## src/rtl/tank_ctrl.sv

```systemverilog
// Per-tank motion/life controller: synchronises buttons and the game tick, steps the tank one
// cell per tick with edge saturation, and tracks alive/dead. Optional respawn: TANK_RESPAWN_EN.
module tank_ctrl #(
  parameter int unsigned GRID_W   = 20,
  parameter int unsigned GRID_H   = 22,
  parameter int unsigned INIT_X   = 10,
  parameter int unsigned INIT_Y   = 20,
  parameter logic [1:0]  INIT_DIR = 2'b00
`ifdef TANK_RESPAWN_EN
  ,
  parameter int unsigned RESPAWN_TICKS = 8
`endif
) (
  input  logic       clk,
  input  logic       rst,
  input  logic       clk_4Hz,
  input  logic       btn_up,
  input  logic       btn_down,
  input  logic       btn_left,
  input  logic       btn_right,
  input  logic       hit,
  output logic [4:0] x_rel_pos,
  output logic [4:0] y_rel_pos,
  output logic [1:0] tank_dir,
  output logic       tank_state,
  output logic       step
);

  typedef enum logic {
    ST_ALIVE = 1'b0,
    ST_DEAD  = 1'b1
  } state_e;

  typedef enum logic [1:0] {
    DIR_UP    = 2'b00,
    DIR_DOWN  = 2'b01,
    DIR_LEFT  = 2'b10,
    DIR_RIGHT = 2'b11
  } dir_e;

  localparam logic [4:0] X_MAX    = 5'(GRID_W - 1);
  localparam logic [4:0] Y_MAX    = 5'(GRID_H - 1);
  localparam logic [4:0] X_START  = 5'(INIT_X);
  localparam logic [4:0] Y_START  = 5'(INIT_Y);
  localparam dir_e       DIR_INIT = dir_e'(INIT_DIR);
`ifdef TANK_RESPAWN_EN
  localparam logic [4:0] CNT_LAST = 5'(RESPAWN_TICKS - 1);
`endif

  // ---------------------------------------------------------------------------
  // Input synchronisers and tick edge detect
  // ---------------------------------------------------------------------------
  // tick_sync_q[1] is the synchronised level, tick_sync_q[2] its one-clk delayed copy.
  logic [2:0] tick_sync_q;
  logic [3:0] btn_s1_q;
  logic [3:0] btn_s2_q;
  logic       step_q;

  // NOTE: sequential state uses non-blocking assignments so every flop samples pre-edge values.
  always_ff @(posedge clk) begin
    if (rst) begin
      tick_sync_q <= '0;
      btn_s1_q    <= '0;
      btn_s2_q    <= '0;
      step_q      <= 1'b0;
    end else begin
      tick_sync_q <= {tick_sync_q[1:0], clk_4Hz};
      btn_s1_q    <= {btn_up, btn_down, btn_left, btn_right};
      btn_s2_q    <= btn_s1_q;
      step_q      <= tick_sync_q[1] & ~tick_sync_q[2];
    end
  end

  // ---------------------------------------------------------------------------
  // Button decode: up > down > left > right
  // ---------------------------------------------------------------------------
  logic btn_any;
  dir_e btn_dir;

  assign btn_any = |btn_s2_q;

  // NOTE: every always_comb output gets a default first so no latch can be inferred.
  always_comb begin
    btn_dir = DIR_RIGHT;
    if (btn_s2_q[3]) begin
      btn_dir = DIR_UP;
    end else if (btn_s2_q[2]) begin
      btn_dir = DIR_DOWN;
    end else if (btn_s2_q[1]) begin
      btn_dir = DIR_LEFT;
    end
  end

  // ---------------------------------------------------------------------------
  // Alive/dead FSM with position and direction
  // ---------------------------------------------------------------------------
  state_e     state_q, state_d;
  logic [4:0] x_q, x_d;
  logic [4:0] y_q, y_d;
  dir_e       dir_q, dir_d;
  logic       tank_state_q, tank_state_d;
`ifdef TANK_RESPAWN_EN
  logic [4:0] cnt_q, cnt_d;
`endif

  always_ff @(posedge clk) begin
    if (rst) begin
      state_q      <= ST_ALIVE;
      x_q          <= X_START;
      y_q          <= Y_START;
      dir_q        <= DIR_INIT;
      tank_state_q <= 1'b1;
    end else begin
      state_q      <= state_d;
      x_q          <= x_d;
      y_q          <= y_d;
      dir_q        <= dir_d;
      tank_state_q <= tank_state_d;
    end
  end

`ifdef TANK_RESPAWN_EN
  always_ff @(posedge clk) begin
    if (rst) begin
      cnt_q <= '0;
    end else begin
      cnt_q <= cnt_d;
    end
  end
`endif

  always_comb begin
    state_d = state_q;
    x_d     = x_q;
    y_d     = y_q;
    dir_d   = dir_q;
`ifdef TANK_RESPAWN_EN
    cnt_d   = cnt_q;
`endif
    unique case (state_q)
      ST_ALIVE: begin
        // A shell hit takes precedence over any coincident move.
        if (hit) begin
          state_d = ST_DEAD;
        end else if (step_q && btn_any) begin
          dir_d = btn_dir;
          unique case (btn_dir)
            DIR_UP:    if (y_q != 5'd0)  y_d = y_q - 5'd1;
            DIR_DOWN:  if (y_q != Y_MAX) y_d = y_q + 5'd1;
            DIR_LEFT:  if (x_q != 5'd0)  x_d = x_q - 5'd1;
            DIR_RIGHT: if (x_q != X_MAX) x_d = x_q + 5'd1;
          endcase
        end
      end
      ST_DEAD: begin
`ifdef TANK_RESPAWN_EN
        if (step_q) begin
          if (cnt_q == CNT_LAST) begin
            state_d = ST_ALIVE;
            x_d     = X_START;
            y_d     = Y_START;
            dir_d   = DIR_INIT;
            cnt_d   = '0;
          end else begin
            cnt_d = cnt_q + 5'd1;
          end
        end
`endif
      end
    endcase
    tank_state_d = (state_d == ST_ALIVE);
  end

  assign x_rel_pos  = x_q;
  assign y_rel_pos  = y_q;
  assign tank_dir   = dir_q;
  assign tank_state = tank_state_q;
  assign step       = step_q;

endmodule

```

## config.mk

```make
export PLATFORM = sky130hd
export DESIGN_NAME = tank_ctrl
export DESIGN_NICKNAME = d
export VERILOG_FILES = /design/src/rtl/tank_ctrl.sv
export SDC_FILE = /design/constraint.sdc
export NUM_CORES = 1
export LEC_CHECK = 0
export ABC_AREA = 1
export CAP_MARGIN = 40
export CORE_MARGIN = 3
export CORE_UTILIZATION = 33
export CTS_CLUSTER_DIAMETER = 150
export DETAILED_ROUTE_END_ITERATION = 16
export GPL_ROUTABILITY_DRIVEN = 0
export SLEW_MARGIN = 10
export SYNTH_ARGS = -nofsm -noshare
export SYNTH_HDL_FRONTEND = slang
export SYNTH_SLANG_ARGS = --single-unit
```

## constraint.sdc

```tcl
create_clock -name clk -period 2 [get_ports clk]
set_input_delay 0.6 -clock clk [delete_from_list [all_inputs] [get_ports clk]]
set_output_delay 0.6 -clock clk [all_outputs]
set_load 0.02 [all_outputs]
```

==> After elaboration in Yosys (flattened, before gate mapping) <==
Cells that the tools add are included.
{ "word_totals": {"word_cells": 48, "register_bits": 26, "input_bits": 8, "output_inout_bits": 14} }
{ "op_classes": {"reduce_logical": 10, "n_bitwise": 5, "n_eq_ne": 9, "add_sub_neg": 4, "muxes": 11} }
{ "ops": {"columns": ["op", "count"], "rows": [
  ["2-to-1 mux 5 bit", 4],
  ["one-hot mux 5 bit (2 select lines)", 2],
  ["AND reduction 6 bit", 2],
  ["adder 5 x 1 -> 5 bit (second input constant)", 2],
  ["!= test 5 bit (second input constant)", 2],
  ["nonzero test 5 bit", 2],
  ["subtractor 5 x 1 -> 5 bit (second input constant)", 2],
  ["!= test 2 bit (second input constant)", 4],
  ["== test 2 bit (second input constant)", 2],
  ["2-to-1 mux 2 bit", 2],
  ["NOT 1 bit", 4],
  ["nonzero test 2 bit", 2],
  ["OR reduction 4 bit", 1],
  ["2-to-1 mux 1 bit", 3],
  ["AND reduction 3 bit", 1],
  ["== test 2 x 1 -> 1 bit (second input constant)", 1],
  ["logical NOT 2 bit", 1],
  ["AND 1 bit", 1],
  ["logical AND 1 bit", 1]
]} }

==> Logic depth before layout (Yosys ltp) <==
{ "logic_depth": {"word_depth": 6, "depth_mapped": 13, "ltp_nobuf": 13} }

==> Least setup slack after synthesis <==
No wires, ideal clock.
{ "synth_path": {"path_kind": "flip-flop to flip-flop", "from": "register btn_s2_q[3]", "to": "register y_q[4], in the netlist y_rel_pos[4]", "required_ns": 1.873, "path_stages_with_launch": 9, "n_path_buf": 0, "slack_ns": 0.431, "arrival_ns": 1.443, "setup_time_ns": 0.127, "period_less_slack_ns": 1.569, "path_cell_list": "dfxtp_1 inv_1 nand2_1 fa_1 nand2_1 nand2_1 a21oi_1 xnor2_1 o211ai_1"} }
{ "synth_via": {"elab_chain_cells": 4, "word_cells_on_any_way": 10, "classes_between": "eq/ne (3); mux (2); reduce/logical (5)"} }
{ "synth_rtl": {"columns": ["element", "line_no", "text"], "rows": [
  ["start, declared", "56", "logic [3:0] btn_s2_q;"],
  ["start signal, assigned", "69", "btn_s2_q <= btn_s1_q;"],
  ["2-to-1 mux 2 bit", "85", "if (btn_s2_q[3]) begin"],
  ["== test 2 x 1 -> 1 bit / logical NOT 2 bit (equally long branches)", "147", "unique case (btn_dir)"],
  ["!= test 2 bit (no source line) / nonzero test 2 bit (equally long branches)", null, null],
  ["AND reduction 6 bit (no source line)", null, null],
  ["end signal, assigned", "116", "y_q <= y_d;"],
  ["end, declared", "99", "logic [4:0] y_q, y_d;"]
]} }
Parallel ways exist; a longest one is shown, timed or not.
A chain may end at the register's enable or synchronous reset.

==> Final worst setup path <==
{ "layout_path": {"from": "register y_q[4], in the netlist y_rel_pos[4]", "to": "output port y_rel_pos[4]"} }
{ "layout_rtl": {"columns": ["element", "line_no", "text"], "rows": [
  ["end, declared", "23", "output logic [4:0] y_rel_pos,"]
]} }
No word-level cell between the ends.

==> results.toml <==
[status]
status = "complete, no violations"

[setup_path]
slowest_stage = "clkdlybuf4s50_1"
cp-start-kind = "flop"
cpPeakStageDelay_ps = 640
critPathKind = "flop to output port"
cp.arrival_ps = 1320
cp-end-kind = "output port"
crit_chain = "clkdlybuf4s50_1"
crit_fanout = 5
cp.required_ps = 1400
crit_buf_inv = 1
path_delay_family = "buffers and inverters"

[detailed_routing]
totalWireLength_um = 2320
maxUsedRoutingLayer = "met4"
viasPerCell = 4.52
wl_met1_um = 975
dr_wl_met3_um = 98
num_vias = 1062
wl_met2_um = 1200
ant_nets = 0
drc = 0
detail_route.first_pass.iterations = 4
post_drt_wl_per_cell_um = 9.87
first_iter_violations = 62

[sta]
holdWs_ps = 395
final.setup.tns_ps = 0
period_share_pct = 96.2
maxSlewHeadroom_pct = 82.3
fmax_ghz = 0.520
clock_skew_ps = 1.99
finalCriticalPeriod_ps = 1920
rsz0062_at_grt = "false"
setup_violations = 0
drv_slew = 0
tightest_slew_ps = 264
hold_violations = 0

[floorplan]
num_rows = 21
start_util_pct = 35.9
core_um2 = 3490
die_area_um2 = 4570
die_h_um = 67.6
io_pins = 22
die_width_um = 67.6

[logic_synthesis]
yosys-top-cells-area = "dfxtp_1, nand2_1, inv_1"
synth_top_area_share_pct = 41.5
yosys.area.top_type = "dfxtp_1"
yosysSeqAreaShare_pct = 41.5
syn-cell-area_um2 = 1250
synth.distinct_cells = 24
yosysWarnings = 0
syn_inst = 164
ys_seq_elements = 26
syn-num-nets = 178
syn_area_per_cell_um2 = 7.64

[clocking]
cts_tree = "yes"
cts.sinks = 26
numCtsBuffers = 3
clk_latency_ps = 260
cts_hold_repair.buffers = 0
htree_levels = 1
path_clk_slew_ps = 80
cts_buffer_depth = 2
ctsRootBufferMaster = "clkbuf_8"
post_cts_buffers = 0

[run]
drv_cap = 0

[global_route]
grt_overflow_total = 0
antenna_found_initial = 0
grt_max_degree = 17
grt_pass1_wl_um = 4090
grt_pass1_vias = 972
track_usage_pct = 11.5

[finish]
drive_above_1_share_pct = 8.99
multi_input_area_um2 = 609
final_common_cell = "nand2_1"
syn2layout_area_growth_pct = 27.9
fillerInstances = 340
finalNetCount = 204
final_cell_mix = "nand2_1, inv_1, dfxtp_1"
antennaDiodeCount = 0
ff_latch_area_um2 = 520

[placement]
io_buffers = 21
dp_hpwl_um = 1890

[pwr]
p_leak_nw = 0.723
irDropWorstVdd_v = 0.000482
powerDensity_nw_per_um2 = 668

[worst_hold_path]
hp-class = "flop to flop"
final timing paths:
kind                                  start                        end  slack [ps]  cells past startpoint
setup / recovery  y_rel_pos[4]$_SDFFE_PP1P_               y_rel_pos[4]          80                      1
hold / removal    tick_sync_q[2]$_SDFF_PP0_            step$_SDFF_PP0_         390                      1
setup reg to reg     btn_s2_q[3]$_SDFF_PP0_  y_rel_pos[4]$_SDFFE_PP1P_         270                      8
hold reg to reg   tick_sync_q[2]$_SDFF_PP0_            step$_SDFF_PP0_         390                      1
layer usage:
metal  GRT usage [%]  vias up
met1            12.9      473
li1                -      562
met3            3.33        4
met4            4.56        0
met5               0        -
met2            20.4       23
through the flow:
stage / worst slack [ps] / instances / instance area [um^2] / total power, mW / utilization, %
after floorplan: 431 / 164 / 1250 / 0.627 / -
after global placement: 91.3 / 231 / 1530 / 0.662 / 43.8
after detailed placement: 20.7 / 231 / 1530 / 0.665 / 43.8
after CTS: 28.8 / 235 / 1600 / 1.09 / 45.8
after global routing: 21.1 / 235 / 1600 / 1.13 / 45.9
final: 75.9 / 235 / 1600 / 1.07 / 45.9
timing repair:
action                     in CTS  in global routing
resized for setup               1                  2
cloned                          0                  0
hold endpoints to repair        0                  0
setup endpoints to repair       1                  2
registers in the layout (all words and copies together), names as in the netlist:
register / count
btn_s2_q: 4
state_q: 1
btn_s1_q: 4
tank_dir: 2
tank_state: 1
tick_sync_q: 3
x_rel_pos: 5
y_rel_pos: 5
step: 1
cell usage after synthesis:
cell type and number:
nand2_1 31, inv_1 28, dfxtp_1 26, nor2_1 16
nand3_1 13, a21oi_1 12, ha_1 5, o21ai_0 4
inv_2 3, nor3_1 3, o211ai_1 3, xnor2_1 3
xor2_1 3, clkbuf_1 2, nand2_4 2, nor2_4 2
fa_1 1, nand2_2 1, nand3_2 1, nand4_1 1
nor2_8 1, o21ai_1 1, o21ai_4 1, or2_1 1
cells by family after synthesis:
logic type	share of synthesized area, %
adders and majority gates	6.59
DFF	41.5
buffers and inverters	9.88
and+or+nand+nor	27.9
xor gates and xnor gates	4.19
AOI/OAI and AO/OA	9.88
cell type report:
type | count | area share [%]
clock inverter | 1 | 1.87
clock buffer | 3 | 2.57
inverter | 31 | 7.25
multi-input combinational | 105 | 38.0
timing repair buffer | 23 | 14.3
sequential | 26 | 32.4
tap | 46 | 3.59
power breakdown:
group          switching (mW)  total, mW  internal [mW]
combinational          0.0646      0.113         0.0481
sequential            0.00713      0.539          0.532
clock                   0.152      0.420          0.267
(Power assumes the default switching activity.)
